### config.mk
export PLATFORM = sky130hd
export DESIGN_NAME = fft_bfly_addr_gen
export DESIGN_NICKNAME = d
export VERILOG_FILES = /design/src/rtl/fft_bfly_addr_gen.sv
export SDC_FILE = /design/constraint.sdc
export NUM_CORES = 1
export LEC_CHECK = 0
export CORE_UTILIZATION = 35
export CTS_CLUSTER_SIZE = 12
export DETAILED_ROUTE_END_ITERATION = 6
export PLACE_DENSITY_LB_ADDON = 0.25
export SLEW_MARGIN = 25
export SYNTH_ARGS = -nofsm -noshare
export SYNTH_HDL_FRONTEND = slang
export SYNTH_SLANG_ARGS = --single-unit
### constraint.sdc
create_clock -name clk -period 10.9 [get_ports clk]
set_input_delay 2.18 -clock clk [delete_from_list [all_inputs] [get_ports clk]]
set_output_delay 2.18 -clock clk [all_outputs]
set_load 0.02 [all_outputs]
### src/rtl/fft_bfly_addr_gen.sv
// Address/twiddle sequencer for an in-place radix-2 DIT FFT of run-time size N.
// Emits one butterfly beat per accepted handshake, stage by stage, with optional drain gaps.
module fft_bfly_addr_gen #(
  parameter int MAX_N      = 1024,
  parameter int ADDR_WIDTH = 10,
  parameter int STAGE_W    = 4,
  parameter int DRAIN      = 0
) (
  input  logic                  clk,
  input  logic                  rst,
  input  logic                  start,
  input  logic [ADDR_WIDTH:0]   n_cfg,
  output logic                  busy,
  output logic                  done,
  output logic                  err,
  output logic                  out_valid,
  input  logic                  out_ready,
  output logic [ADDR_WIDTH-1:0] addr_a,
  output logic [ADDR_WIDTH-1:0] addr_b,
  output logic [ADDR_WIDTH-1:0] tw_k,
  output logic [ADDR_WIDTH:0]   tw_n,
  output logic [STAGE_W-1:0]    stage,
  output logic                  stage_end,
  output logic                  last
);

  localparam int NW    = ADDR_WIDTH + 1;
  localparam int GAP_W = (DRAIN > 1) ? $clog2(DRAIN) : 1;

  // Handshake: a beat transfers on a rising edge where out_valid && out_ready;
  // while out_valid is high and out_ready low, every beat output holds its value.

  typedef enum logic [1:0] {IDLE, RUN, GAP} state_t;

  typedef struct packed {
    logic [ADDR_WIDTH-1:0] addr_a;
    logic [ADDR_WIDTH-1:0] addr_b;
    logic [ADDR_WIDTH-1:0] tw_k;
    logic [NW-1:0]         tw_n;
    logic [STAGE_W-1:0]    stage;
    logic                  stage_end;
    logic                  last;
  } beat_t;

  state_t                state;
  beat_t                 beat_q;
  beat_t                 next_beat;
  logic [STAGE_W-1:0]    stage_cnt;
  logic [ADDR_WIDTH-1:0] j_cnt;
  logic [ADDR_WIDTH-1:0] j_max;
  logic [STAGE_W-1:0]    s_max;
  logic [GAP_W-1:0]      gap_cnt;

  logic                  cfg_ok;
  logic [STAGE_W-1:0]    cfg_log2;
  logic [ADDR_WIDTH-1:0] cfg_jmax;
  logic [STAGE_W-1:0]    adv_stage;
  logic [ADDR_WIDTH-1:0] adv_j;

  // Butterfly j of a stage: p = position inside the group, g = group index.
  function automatic beat_t make_beat(input logic [STAGE_W-1:0]    stg,
                                      input logic [ADDR_WIDTH-1:0] jj,
                                      input logic [ADDR_WIDTH-1:0] jmax,
                                      input logic [STAGE_W-1:0]    smax);
    beat_t                 b;
    logic [ADDR_WIDTH-1:0] span;
    logic [ADDR_WIDTH-1:0] p;
    logic [ADDR_WIDTH-1:0] g;
    span        = ADDR_WIDTH'(1) << stg;
    p           = jj & (span - ADDR_WIDTH'(1));
    g           = jj >> stg;
    b.addr_a    = (g << (stg + STAGE_W'(1))) | p;
    b.addr_b    = b.addr_a + span;
    b.tw_k      = p;
    b.tw_n      = NW'(1) << (stg + STAGE_W'(1));
    b.stage     = stg;
    b.stage_end = (jj == jmax);
    b.last      = (jj == jmax) && (stg == smax);
    return b;
  endfunction

  always_comb begin
    cfg_log2 = '0;
    for (int i = 0; i <= ADDR_WIDTH; i++) begin
      if (n_cfg[i]) cfg_log2 = STAGE_W'(i);
    end
    cfg_ok   = (n_cfg >= NW'(2)) && (n_cfg <= NW'(MAX_N)) &&
               ((n_cfg & (n_cfg - NW'(1))) == '0);
    cfg_jmax = ADDR_WIDTH'((n_cfg >> 1) - NW'(1));
  end

  always_comb begin
    adv_stage = stage_cnt;
    adv_j     = j_cnt + ADDR_WIDTH'(1);
    if (beat_q.stage_end) begin
      adv_stage = stage_cnt + STAGE_W'(1);
      adv_j     = '0;
    end
    next_beat = make_beat(adv_stage, adv_j, j_max, s_max);
  end

  always_ff @(posedge clk or posedge rst) begin
    if (rst) begin
      state     <= IDLE;
      beat_q    <= '0;
      stage_cnt <= '0;
      j_cnt     <= '0;
      j_max     <= '0;
      s_max     <= '0;
      gap_cnt   <= '0;
      busy      <= 1'b0;
      done      <= 1'b0;
      err       <= 1'b0;
      out_valid <= 1'b0;
    end else begin
      done <= 1'b0;
      err  <= 1'b0;
      case (state)
        IDLE: begin
          if (start) begin
            if (cfg_ok) begin
              state     <= RUN;
              busy      <= 1'b1;
              out_valid <= 1'b1;
              stage_cnt <= '0;
              j_cnt     <= '0;
              j_max     <= cfg_jmax;
              s_max     <= cfg_log2 - STAGE_W'(1);
              beat_q    <= make_beat('0, '0, cfg_jmax, cfg_log2 - STAGE_W'(1));
            end else begin
              done <= 1'b1;
              err  <= 1'b1;
            end
          end
        end
        RUN: begin
          if (out_valid && out_ready) begin
            if (beat_q.last) begin
              state     <= IDLE;
              busy      <= 1'b0;
              out_valid <= 1'b0;
              done      <= 1'b1;
              stage_cnt <= '0;
              j_cnt     <= '0;
            end else if (beat_q.stage_end && (DRAIN > 0)) begin
              // Hold off the next stage so the datapath pipeline can drain.
              state     <= GAP;
              out_valid <= 1'b0;
              gap_cnt   <= '0;
              stage_cnt <= adv_stage;
              j_cnt     <= '0;
            end else begin
              stage_cnt <= adv_stage;
              j_cnt     <= adv_j;
              beat_q    <= next_beat;
            end
          end
        end
        GAP: begin
          if (32'(gap_cnt) == DRAIN - 1) begin
            state     <= RUN;
            out_valid <= 1'b1;
            beat_q    <= make_beat(stage_cnt, '0, j_max, s_max);
          end else begin
            gap_cnt <= gap_cnt + GAP_W'(1);
          end
        end
        default: begin
          state     <= IDLE;
          busy      <= 1'b0;
          out_valid <= 1'b0;
        end
      endcase
    end
  end

  assign addr_a    = beat_q.addr_a;
  assign addr_b    = beat_q.addr_b;
  assign tw_k      = beat_q.tw_k;
  assign tw_n      = beat_q.tw_n;
  assign stage     = beat_q.stage;
  assign stage_end = beat_q.stage_end;
  assign last      = beat_q.last;

endmodule

# == Yosys cells after proc, flatten, opt, wreduce, memory -nomap -nowiden ==
# Cells that the tools add are included.
# totals
input_bits,15
word_cells,99
register_bits,80
out_inout_bits,51
# classes
n_lt_le_gt_ge,2
mux,43
n_eq_ne,9
shifts,4
reduce_logical,14
n_addsub,8
bitwise,4
# op_table
op,count
$mux 47,4
$pmux 47 s2,1
$mux 10,5
$mux 4,8
$pmux 10 s2,1
$sub 10x1->10 const B,2
$mux 2,6
$mux 3,4
$and 11x11->11,1
$ge 11x2->1 const B,1
$le 11x11->1 const B,1
$logic_not 11->1,1
$shl 1x4->11 const A,1
$sub 11x1->11 const B,1
$add 10x1->10 const B,1
$add 10x10->10,1
$and 10x10->10,1
$eq 10x10->1,1
$logic_not 10->1,1
$mux 1,10
$ne 2x2->1 const B,5
$or 10x10->10,1
$reduce_and 5->1,2
$shl 1x4->10 const A,1
18 further kinds,23

# == Logic depth before layout (Yosys ltp) ==
# Gate-level depths: netlist (run 1).
# logic_depth
word_depth,16
depth_mapped,23
mapped_depth_nobuf,21

# == Worst setup path before layout (run 1) ==
# Ideal clock, no wire load.
# synth_path
kind,input to register
startpoint,in n_cfg[1]
endpoint,reg beat_q (netlist bit tw_k[2])
n_path_buf,4
arrival_time_ns,4.584
t_required_ns,10.790
path_slack_ns,6.205
setup_time_ns,0.110
path_stages,16
cell_sequence,clkbuf_1 -> inv_1 -> ha_1 -> nor3b_1 -> a21oi_1 -> a311oi_1 -> and3_1 -> and3b_1 -> buf_4 -> a21oi_1 -> nor2_2 -> nor2_1 -> buf_2 -> buf_2 -> nand2_1 -> o41ai_1
# synth_via
elab_chain_len,6
elab_cells_between_ends,9
cone_classes,add/sub: 1; order compare: 2; eq/ne: 1; bitwise: 1; reduce/logical: 4
# synth_rtl
element,line,text
from (decl),12,"input logic [ADDR_WIDTH:0] n_cfg,"
$sub 11x1->11,88,((n_cfg & (n_cfg - NW'(1))) == '0);
$and 11x11->11,88,
$logic_not 11->1,88,
$logic_and 1x1->1 (*),87,cfg_ok = (n_cfg >= NW'(2)) && (n_cfg <= NW'(MAX_N)) &&
$ne 2x2->1 (no source line) (*),--,
$reduce_and 5->1 (no source line) (*),--,
to (signal assigned),129,"beat_q <= make_beat('0, '0, cfg_jmax, cfg_log2 - STAGE_W'(1));"
to (signal assigned),155,beat_q <= next_beat;
to (signal assigned),163,"beat_q <= make_beat(stage_cnt, '0, j_max, s_max);"
to (decl),46,beat_t beat_q;
# Mark *: on every way between the ends. The rest lies on a longest branch, timed or not.
# A chain may end at the register's enable or synchronous reset.

# == Worst setup path after layout (run 1) ==
# layout_path
startpoint,in n_cfg[1]
endpoint,reg beat_q (netlist bit tw_n[9])
# Same word-level chain as after synthesis.

==> impl_metrics.tcl, run 1 <==
set metrics [dict create \
    status "finished, final reports clean" \
    seq_area_frac_synth 0.339 \
    drcViolationCount 0 \
    dp_hpwl_um 13000 \
    fin_worst_skew_ns 0.0112 \
    cts.repair.resized 0 \
    grt_pass1_vias 5155 \
    r2r_cells 21 \
    wl_per_cell_um 18.7 \
    synth_flop_cell "dfrtp_1" \
    layout_min_cycle_time_ns 5.84 \
    relSlewSlack 0.381 \
    area_delta_synth_final_pct 19.1 \
    antenna_left 0 \
    overflow 0 \
    clkTransAtPathRegs_ns 0.06 \
    grt_busiest_layer "met2" \
    timing.setup.tns_ns 0 \
    power.density_nw_per_um2 99.1 \
    cts_root_buf "clkbuf_16" \
    path_class "input port to flip-flop" \
    syn_inst 697 \
    tightest_slew_ns 0.922 \
    synth_seq_cells 78 \
    leakagePower_uw 0.00282 \
    die_area_um2 17000 \
    post_cts_buffers 0 \
    ir_drop_mv 0.0930 \
    synthesis.area_um2 5760 \
    die_width_um 130 \
    r2r_start "stage_end$_DFFE_PP0P_" \
    drive_above_1_share 0.0677 \
    ys.warnings.count 0 \
    final_cell_mix "nand2_1, dfrtp_1, clkdlybuf4s50_1" \
    crit_arrival_ns 6.08 \
    setup_violations 0 \
    grt_use_total 0.219 \
    cp-endpoint "tw_n[9]$_DFFE_PP0P_" \
    cp-startpoint "n_cfg[1]" \
    first_pass_iters 5 \
    r2r_slack_ns 5.08 \
    report.power.total_uw 680 \
    drt_iter0_drc 503 \
    wirelength_um 17800 \
    io_pins 66 \
    synth_cell_type_count 76 \
    gr-usage-met1 0.309 \
    hold_violations 0 \
    clock_sink_count 78 \
    place_inst 939 \
    hp-class "flip-flop to flip-flop" \
    max_freq_mhz 171 \
    crit_path_max_fanout 33 \
    timing.hold.ws_ns 0.474 \
    synth-async-reset-ratio 1.00 \
    design.core.area_um2 16000 \
    cts_hold_buf 0 \
    nNetsFinal 774 \
    viasPerCell 5.74 \
    synthesis.nets 737 \
    die_h_um 130 \
    instances_no_fill 955 \
    gr-usage-met3 0.0406 \
    vias 5484 \
    antenna_found_initial 0 \
    start_util 0.360 \
    rsz0062_at_grt "no" \
    clk_latency_ns 0.36 \
    layout_commonest_cell "nand2_1" \
    antenna_cells 0 \
    rr_endpoint "addr_b[9]$_DFFE_PP0P_" \
    synth_edf_count 0 \
    postSynthAreaPerCell_um2 8.26 \
    grt_pass1_wl_um 28100 \
    clock_path_buffers 2 \
    port_buffers 65 \
    crit_required_ns 11.14 \
    grt_max_degree 79 \
    cp-start-kind "input port" \
    maxCapViolCount 0 \
    cts_buffers 9 \
    htree_num_levels 3 \
    worstSetupEndpointType "flip-flop" \
    final_util 0.429 \
    num_rows 46 \
    gp_congestion 0.888 \
    use_met2 0.335 \
    tritoncts "built" \
    slew_viol_final 0 \
    finalCritPeriodShare 0.536 \
]
-- registers in the layout (all words and copies together), names as in the netlist --
signal / flops
done: 1
j_cnt: 10
out_valid: 1
stage_end: 1
tw_k: 10
addr_b: 10
err: 1
stage: 4
addr_a: 10
s_max: 4
tw_n: 11
last: 1
j_max: 10
stage_cnt: 4
-- Yosys cell counts (all sizes together), types with 6 or more instances --
cell	number	area, µm²
o21ai	36	184
o41ai	7	61.3
nor3	14	70.1
nor4	8	80.1
nand2	101	382
clkbuf	36	135
inv	28	105
a21o	11	82.6
o31a	7	61.3
mux2i	6	60.1
o31ai	16	120
buf	13	68.8
o22ai	17	106
xnor2	26	228
a21oi	39	206
xor2	17	149
dfrtp	78	1950
a31oi	13	81.3
nand3	23	128
nand2b	10	62.6
a22o	6	52.6
nor2	54	205
nand4	7	43.8
ha	24	300
-- routing by layer --
layer | wire, µm | up-vias
li1 | - | 2608
met5 | 0 | -
met4 | 368 | 0
met2 | 8000 | 212
met1 | 8270 | 2635
met3 | 1180 | 29
-- critical path: stages --
cell and delay (ns):
clkdlybuf4s50_1 0.58, inv_1 0.16, ha_1 0.28, nor3b_1 0.32
a21oi_1 0.14, a311oi_1 0.28, and3_1 0.21, and3b_1 0.19
a21oi_1 0.05, buf_4 0.23, nor2_2 0.61, nor2_2 0.17
buf_4 0.28, o41ai_1 0.38
-- where the power goes --
part	total [µW]	internal [µW]	switching, µW
sequential	298	294	4.25
clock	312	184	129
combinational	69.4	26.7	42.6
-- how the worst min path moves through the flow --
| stage | start | to | slack [ns] | depth (start not counted) |
|---|---|---|---|---|
| 5_1_grt | tw_n[8]$_DFFE_PP0P_ | tw_n[8]$_DFFE_PP0P_ | 0.50 | 2 |
| 4_1_cts | stage[1]$_DFFE_PP0P_ | stage[1]$_DFFE_PP0P_ | 0.48 | 2 |
| 3_3_place_gp | tw_n[3]$_DFFE_PP0P_ | tw_n[3]$_DFFE_PP0P_ | 0.46 | 2 |
| 2_1_floorplan | s_max[1]$_DFFE_PP0P_ | s_max[1]$_DFFE_PP0P_ | 0.50 | 1 |
| 3_5_place_dp | stage[1]$_DFFE_PP0P_ | stage[1]$_DFFE_PP0P_ | 0.47 | 2 |
| 6_report | stage[1]$_DFFE_PP0P_ | stage[1]$_DFFE_PP0P_ | 0.47 | 2 |
-- kinds of logic (layout without fill, tap and decap cells) --
kind of cell,count (synthesis),count (layout),share of synthesized area
AO/OA/AOI/OAI,205,205,0.246
flip-flops,78,78,0.339
buffers and inverters,79,121,0.0550
multiplexers,11,11,0.0209
adder cells (fa/ha/maj),25,25,0.0556
XOR/XNOR,43,43,0.0654
AND/OR/NAND/NOR,256,256,0.218
-- final cells by class --
type | instances | area, µm²
multi-input cells | 540 | 3490
well taps | 216 | 270
clock inverters | 5 | 58.8
fillers | 1634 | 9140
inverters | 30 | 114
clock buffers | 11 | 243
repair buffers | 75 | 729
flip-flops and latches | 78 | 1950
-- through the flow --
stage / cell area (µm²) / setup slack (ns)
after floorplan: 5760 / 6.21
after global placement: 6560 / 4.91
after detailed placement: 6560 / 4.70
after CTS: 6860 / 5.09
after global routing: 6860 / 4.70
final: 6860 / 5.06
Power figures use the tool's default switching activity.
==> inputs of run 2 (changes only) <==
==> constraint.sdc (replaced) <==
create_clock -name clk -period 4.85 [get_ports clk]
set_input_delay 0.97 -clock clk [delete_from_list [all_inputs] [get_ports clk]]
set_output_delay 0.97 -clock clk [all_outputs]
set_load 0.02 [all_outputs]
==> run 2 against run 1 <==
  * Worst setup slack got worse by 4.7 ns
  * Worst hold slack lost 0.00089 ns
  * Core utilization up 1.5 points
  * Sequential cell count unchanged
  * Clock power is 130% higher
  * Die area unchanged
  * Highest routed layer unchanged
==> impl_metrics.tcl, run 2 (same netlist as run 1, synthesis figures left out) <==
set metrics [dict create \
    die_h_um 130 \
    port_buffers 65 \
    fin_worst_skew_ns 0.00774 \
    cp-start-kind "flip-flop" \
    htree_num_levels 3 \
    wl_met2_um 8430 \
    grt_pass1_wl_um 30000 \
    start_util 0.360 \
    area_delta_synth_final_pct 23.4 \
    final-seq-area_um2 1960 \
    crit_arrival_ns 4.75 \
    path_class "flip-flop to flip-flop" \
    antenna_left 0 \
    layout_min_cycle_time_ns 4.53 \
    dp_hpwl_um 13900 \
    first_pass_iters 5 \
    wl_met1_um 8930 \
    viasPerCell 5.66 \
    overflow 0 \
    grt_use_total 0.235 \
    crit_required_ns 5.07 \
    drt_iter0_drc 425 \
    vias 5555 \
    drcViolationCount 0 \
    cts_root_buf "clkbuf_16" \
    cts_buffers 9 \
    clock_path_buffers 2 \
    grt_max_degree 51 \
    leakagePower_uw 0.00295 \
    gp_congestion 0.951 \
    largest_register_ffs 11 \
    setup_violations 0 \
    design.core.area_um2 16000 \
    relSlewSlack 0.332 \
    finalCritPeriodShare 0.934 \
    wl_per_cell_um 19.0 \
    met3_length_um 990 \
    place_inst 964 \
    hold_violations 0 \
    multi_input_area_um2 3530 \
    grt_pass1_vias 5353 \
    fill_cells 1633 \
    worstSetupEndpointType "flip-flop" \
    max_freq_mhz 221 \
    antenna_found_initial 0 \
    crit_path_max_fanout 12 \
    hp-class "flip-flop to flip-flop" \
    ir_drop_mv 0.184 \
    maxCapViolCount 0 \
    wirelength_um 18600 \
    clk_latency_ns 0.36 \
    tritoncts "built" \
    cts_hold_buf 0 \
    layout_commonest_cell "nand2_1" \
    clkTransAtPathRegs_ns 0.06 \
    clock_sink_count 78 \
    io_pins 66 \
    num_rows 46 \
    nNetsFinal 801 \
    final_area_um2 7110 \
    instances_no_fill 982 \
    die_width_um 130 \
    final_cell_mix "nand2_1, dfrtp_1, clkdlybuf4s50_1" \
    antenna_cells 0 \
    slew_viol_final 0 \
    maxUsedRoutingLayer "met4" \
    placed_cell_area_um2 6740 \
    power.density_nw_per_um2 218 \
    tightest_slew_ns 1.00 \
    drive_above_1_share 0.120 \
    status "finished, final reports clean" \
    die_area_um2 17000 \
]
[run 2: changes by cell type in the layout (fill, tap and decap cells not counted), sizes merged]
cell,before,now
buf,10,37
inv,27,31
clkbuf,11,9
clkinv,5,4
clkinvlp,2,1
[run 2: worst paths after layout]
check                                       from               endpoint  slack (ns)  cells past startpoint
setup / recovery           stage_end$_DFFE_PP0P_  addr_b[9]$_DFFE_PP0P_        0.32                     19
hold / removal             addr_b[1]$_DFFE_PP0P_  addr_b[1]$_DFFE_PP0P_        0.47                      2
setup reg to reg           stage_end$_DFFE_PP0P_  addr_b[9]$_DFFE_PP0P_        0.32                     19
hold reg to reg            addr_b[1]$_DFFE_PP0P_  addr_b[1]$_DFFE_PP0P_        0.47                      2
max in group asynchronous                    rst   j_cnt[2]$_DFFE_PP0P_        2.84                      3
min in group asynchronous                    rst  addr_b[4]$_DFFE_PP0P_        1.01                      2
[run 2: timing repair]
item,in CTS,in global routing
buffers inserted,0,2
gates resized for setup,0,15
setup endpoints to repair,0,4
[run 2: cell type report]
class	instances	area share
well taps	216	0.0380
multi-input cells	540	0.497
clock buffers	9	0.0317
flip-flops and latches	78	0.276
clock inverters	7	0.0113
repair buffers	102	0.131
inverters	30	0.0160
[run 2: per-stage QoR]
stage / utilization / hold WS [ns] / total power [µW] / setup TNS [ns] / setup WS [ns]
floorplan: - / 0.501 / 782 / 0 / 0.379
global placement: 0.421 / 0.463 / 842 / 0 / 0.265
CTS: 0.441 / 0.480 / 1570 / 0 / 0.0528
finish: 0.444 / 0.473 / 1550 / 0 / 0.322
detailed placement: 0.421 / 0.466 / 844 / 0 / 0.117
global route: 0.444 / 0.502 / 1610 / -0.0334 / -0.0334
[run 2: layer usage]
metal | vias up | global-route usage
li1 | 2655 | -
met1 | 2706 | 0.325
met2 | 172 | 0.370
met3 | 22 | 0.0488
met4 | 0 | 0.0636
met5 | - | 0
[run 2: power breakdown]
part           internal [µW]  switching, µW  total (µW)
Sequential               660           10.0         670
Combinational           66.1           98.2         164
Clock                    407            308         715
[run 2: worst max-delay path, stage by stage, from the launching register on]
cell and delay [ns]:
dfrtp_1 0.61, nand2_1 0.19, or2_2 0.36, a2111oi_1 0.58
a31oi_1 0.08, o31a_1 0.14, mux2_4 0.28, nor2_1 0.08
a31oi_1 0.07, o22ai_1 0.27, ha_1 0.33, a21oi_2 0.17
o21bai_1 0.07, a21oi_1 0.21, o21ai_0 0.19, a21o_1 0.21
a21oi_1 0.16, xnor2_1 0.16, xnor2_1 0.14, o21ai_1 0.09
==> edit (config.mk and constraints of run 2) <==
The 3 states of `state_t` get a one-hot encoding in 3 bits.
--- a/src/rtl/fft_bfly_addr_gen.sv
+++ b/src/rtl/fft_bfly_addr_gen.sv
@@ -30,7 +30,7 @@
   // Handshake: a beat transfers on a rising edge where out_valid && out_ready;
   // while out_valid is high and out_ready low, every beat output holds its value.
 
-  typedef enum logic [1:0] {IDLE, RUN, GAP} state_t;
+  typedef enum logic [2:0] {IDLE = 3'b001, RUN = 3'b010, GAP = 3'b100} state_t;
 
   typedef struct packed {
     logic [ADDR_WIDTH-1:0] addr_a;
Check against the original RTL: no difference found for any inputs over 4 cycles, from zero or initial values and one cycle with rst high; so few cycles prove little.
==> edit against run 2 <==
Area after synthesis is 7.9% higher. Synthesized cell count is 7.5% higher. Utilization is 2.3 points higher. Wire length is 13% higher. Clock skew is 3.6 ps higher. Maximum frequency is 3.8% lower. Count of clock-buffer cells in the layout is 1 higher. Cell area is 14% higher. Setup slack worse by 180 ps. Sequential cell count is 1 higher. Worst hold slack worse by 3.0 ps. Largest cell class unchanged.
Power is not compared: it rests on default switching activity, and its combinational part moved more than twofold at a synthesized area within 25%.
==> edit: results (changes against run 2) <==
\begin{tabular}{lr}
\hline
Metric & Value \\
\hline
\multicolumn{2}{l}{\textbf{Synth}} \\
Fraction of the mapped netlist area in adder cells & 5.72\% (was 5.56\%) \\
Top post-synthesis cells by count & sky130\_fd\_sc\_hd\_\_nand2\_1, sky130\_fd\_sc\_hd\_\_dfrtp\_1, sky130\_fd\_sc\_hd\_\_nor2\_1 (unchanged) \\
Post-synthesis instance total & 749 (was 697) \\
Count of distinct cell types in the synthesized netlist & 90 (was 76) \\
Largest cells by area after synthesis & sky130\_fd\_sc\_hd\_\_dfrtp\_1, sky130\_fd\_sc\_hd\_\_nand2\_1, sky130\_fd\_sc\_hd\_\_ha\_1, sky130\_fd\_sc\_hd\_\_nor2\_1, sky130\_fd\_sc\_hd\_\_xnor2\_1 (was sky130\_fd\_sc\_hd\_\_dfrtp\_1, sky130\_fd\_sc\_hd\_\_nand2\_1, sky130\_fd\_sc\_hd\_\_ha\_1, sky130\_fd\_sc\_hd\_\_xnor2\_1, sky130\_fd\_sc\_hd\_\_nor2\_1) \\
Fraction of synthesized area in multiplexers & 1.49\% (was 2.09\%) \\
XOR/XNOR share of the synthesized area & 6.54\% (about the same) \\
Sequential fraction of the synthesis area & 31.8\% (was 33.9\%) \\
\multicolumn{2}{l}{\textbf{Final layout}} \\
Proportion of layout cells with a drive suffix above 1 & 18.5\% (was 12.0\%) \\
Nets & 916 (was 801) \\
Final-layout fill cell count & 1732 (was 1633) \\
\multicolumn{2}{l}{\textbf{Setup path}} \\
Start point of the critical path & stage\_cnt[1] (was stage\_end) \\
Data arrival time of the critical path & 4950 ps (was 4750 ps) \\
Worst-path maximum fanout & 20 (was 12) \\
Path depth of the worst reg2reg path & 20 (was 19) \\
\multicolumn{2}{l}{\textbf{Run status}} \\
Status & finished clean (unchanged) \\
\multicolumn{2}{l}{\textbf{STA}} \\
Worst slew margin & 46.5\% (was 33.2\%) \\
Final hold slack & 470 ps (was 473 ps) \\
Achievable Freq & 0.212 GHz (was 0.221 GHz) \\
\multicolumn{2}{l}{\textbf{Route}} \\
Drt first-iter violations & 540 (was 425) \\
Number of search-and-repair iterations in the first detailed-routing pass & 6 (was 5) \\
DRT Wirelength & 21.1 mm (was 18.6 mm) \\
Average via count per standard cell & 5.63 (was 5.66) \\
\multicolumn{2}{l}{\textbf{Placed design}} \\
Number of instances in the placed design & 1087 (was 964) \\
Area of placed instances & 7650 sq um (was 6740 sq um) \\
Post-detail-place hpwl & 16.3 mm (was 13.9 mm) \\
Place WS & -87.5 ps (was 117 ps) \\
\multicolumn{2}{l}{\textbf{Global routing}} \\
Wire length of the first global-routing pass & 32.9 mm (was 30.0 mm) \\
GRT Overall Usage & 23.7\% (was 23.5\%) \\
Maximum number of pins on one net before global-route repair & 55 (was 51) \\
\multicolumn{2}{l}{\textbf{Min path}} \\
Hold Startpoint & tw\_n[7] (was addr\_b[1]) \\
\hline
\end{tabular}
-- edit: per-layer routing --
metal | up-vias | wire length [um] | GRT usage (%) | part of all wire, %
met2 | 227 | 9060 | 35.6 | 43
met3 | 43 | 1300 | 4.26 | 6.2
li1 | 3003 | - | - | -
met4 | 0 | 622 | 8.93 | 3.0
met1 | 2947 | 10100 | 33.6 | 48
met5 | - | 0 | 0 | 0
-- edit: power breakdown --
part           internal [W]  leakage (nW)  switching, W
Sequential         0.000696          1.09     0.0000350
Clock              0.000416         0.149      0.000295
Combinational      0.000253          2.21      0.000385
-- edit: what timing repair did --
| action | 4_1_cts | 5_1_grt |
|---|---|---|
| buffers inserted | 0 | 1 |
| pin swaps | 0 | 4 |
| resized for setup | 3 | 25 |
| endpoints found under the setup margin | 2 | 3 |
-- edit: area by class of cell --
cell class              count  area share [%]
repair buffers            164            17.4
inverters                  31            1.50
clock inverters             6           0.852
clock buffers              10            2.96
flip-flops and latches     79            24.5
well taps                 225            3.49
multi-input cells         589            49.3
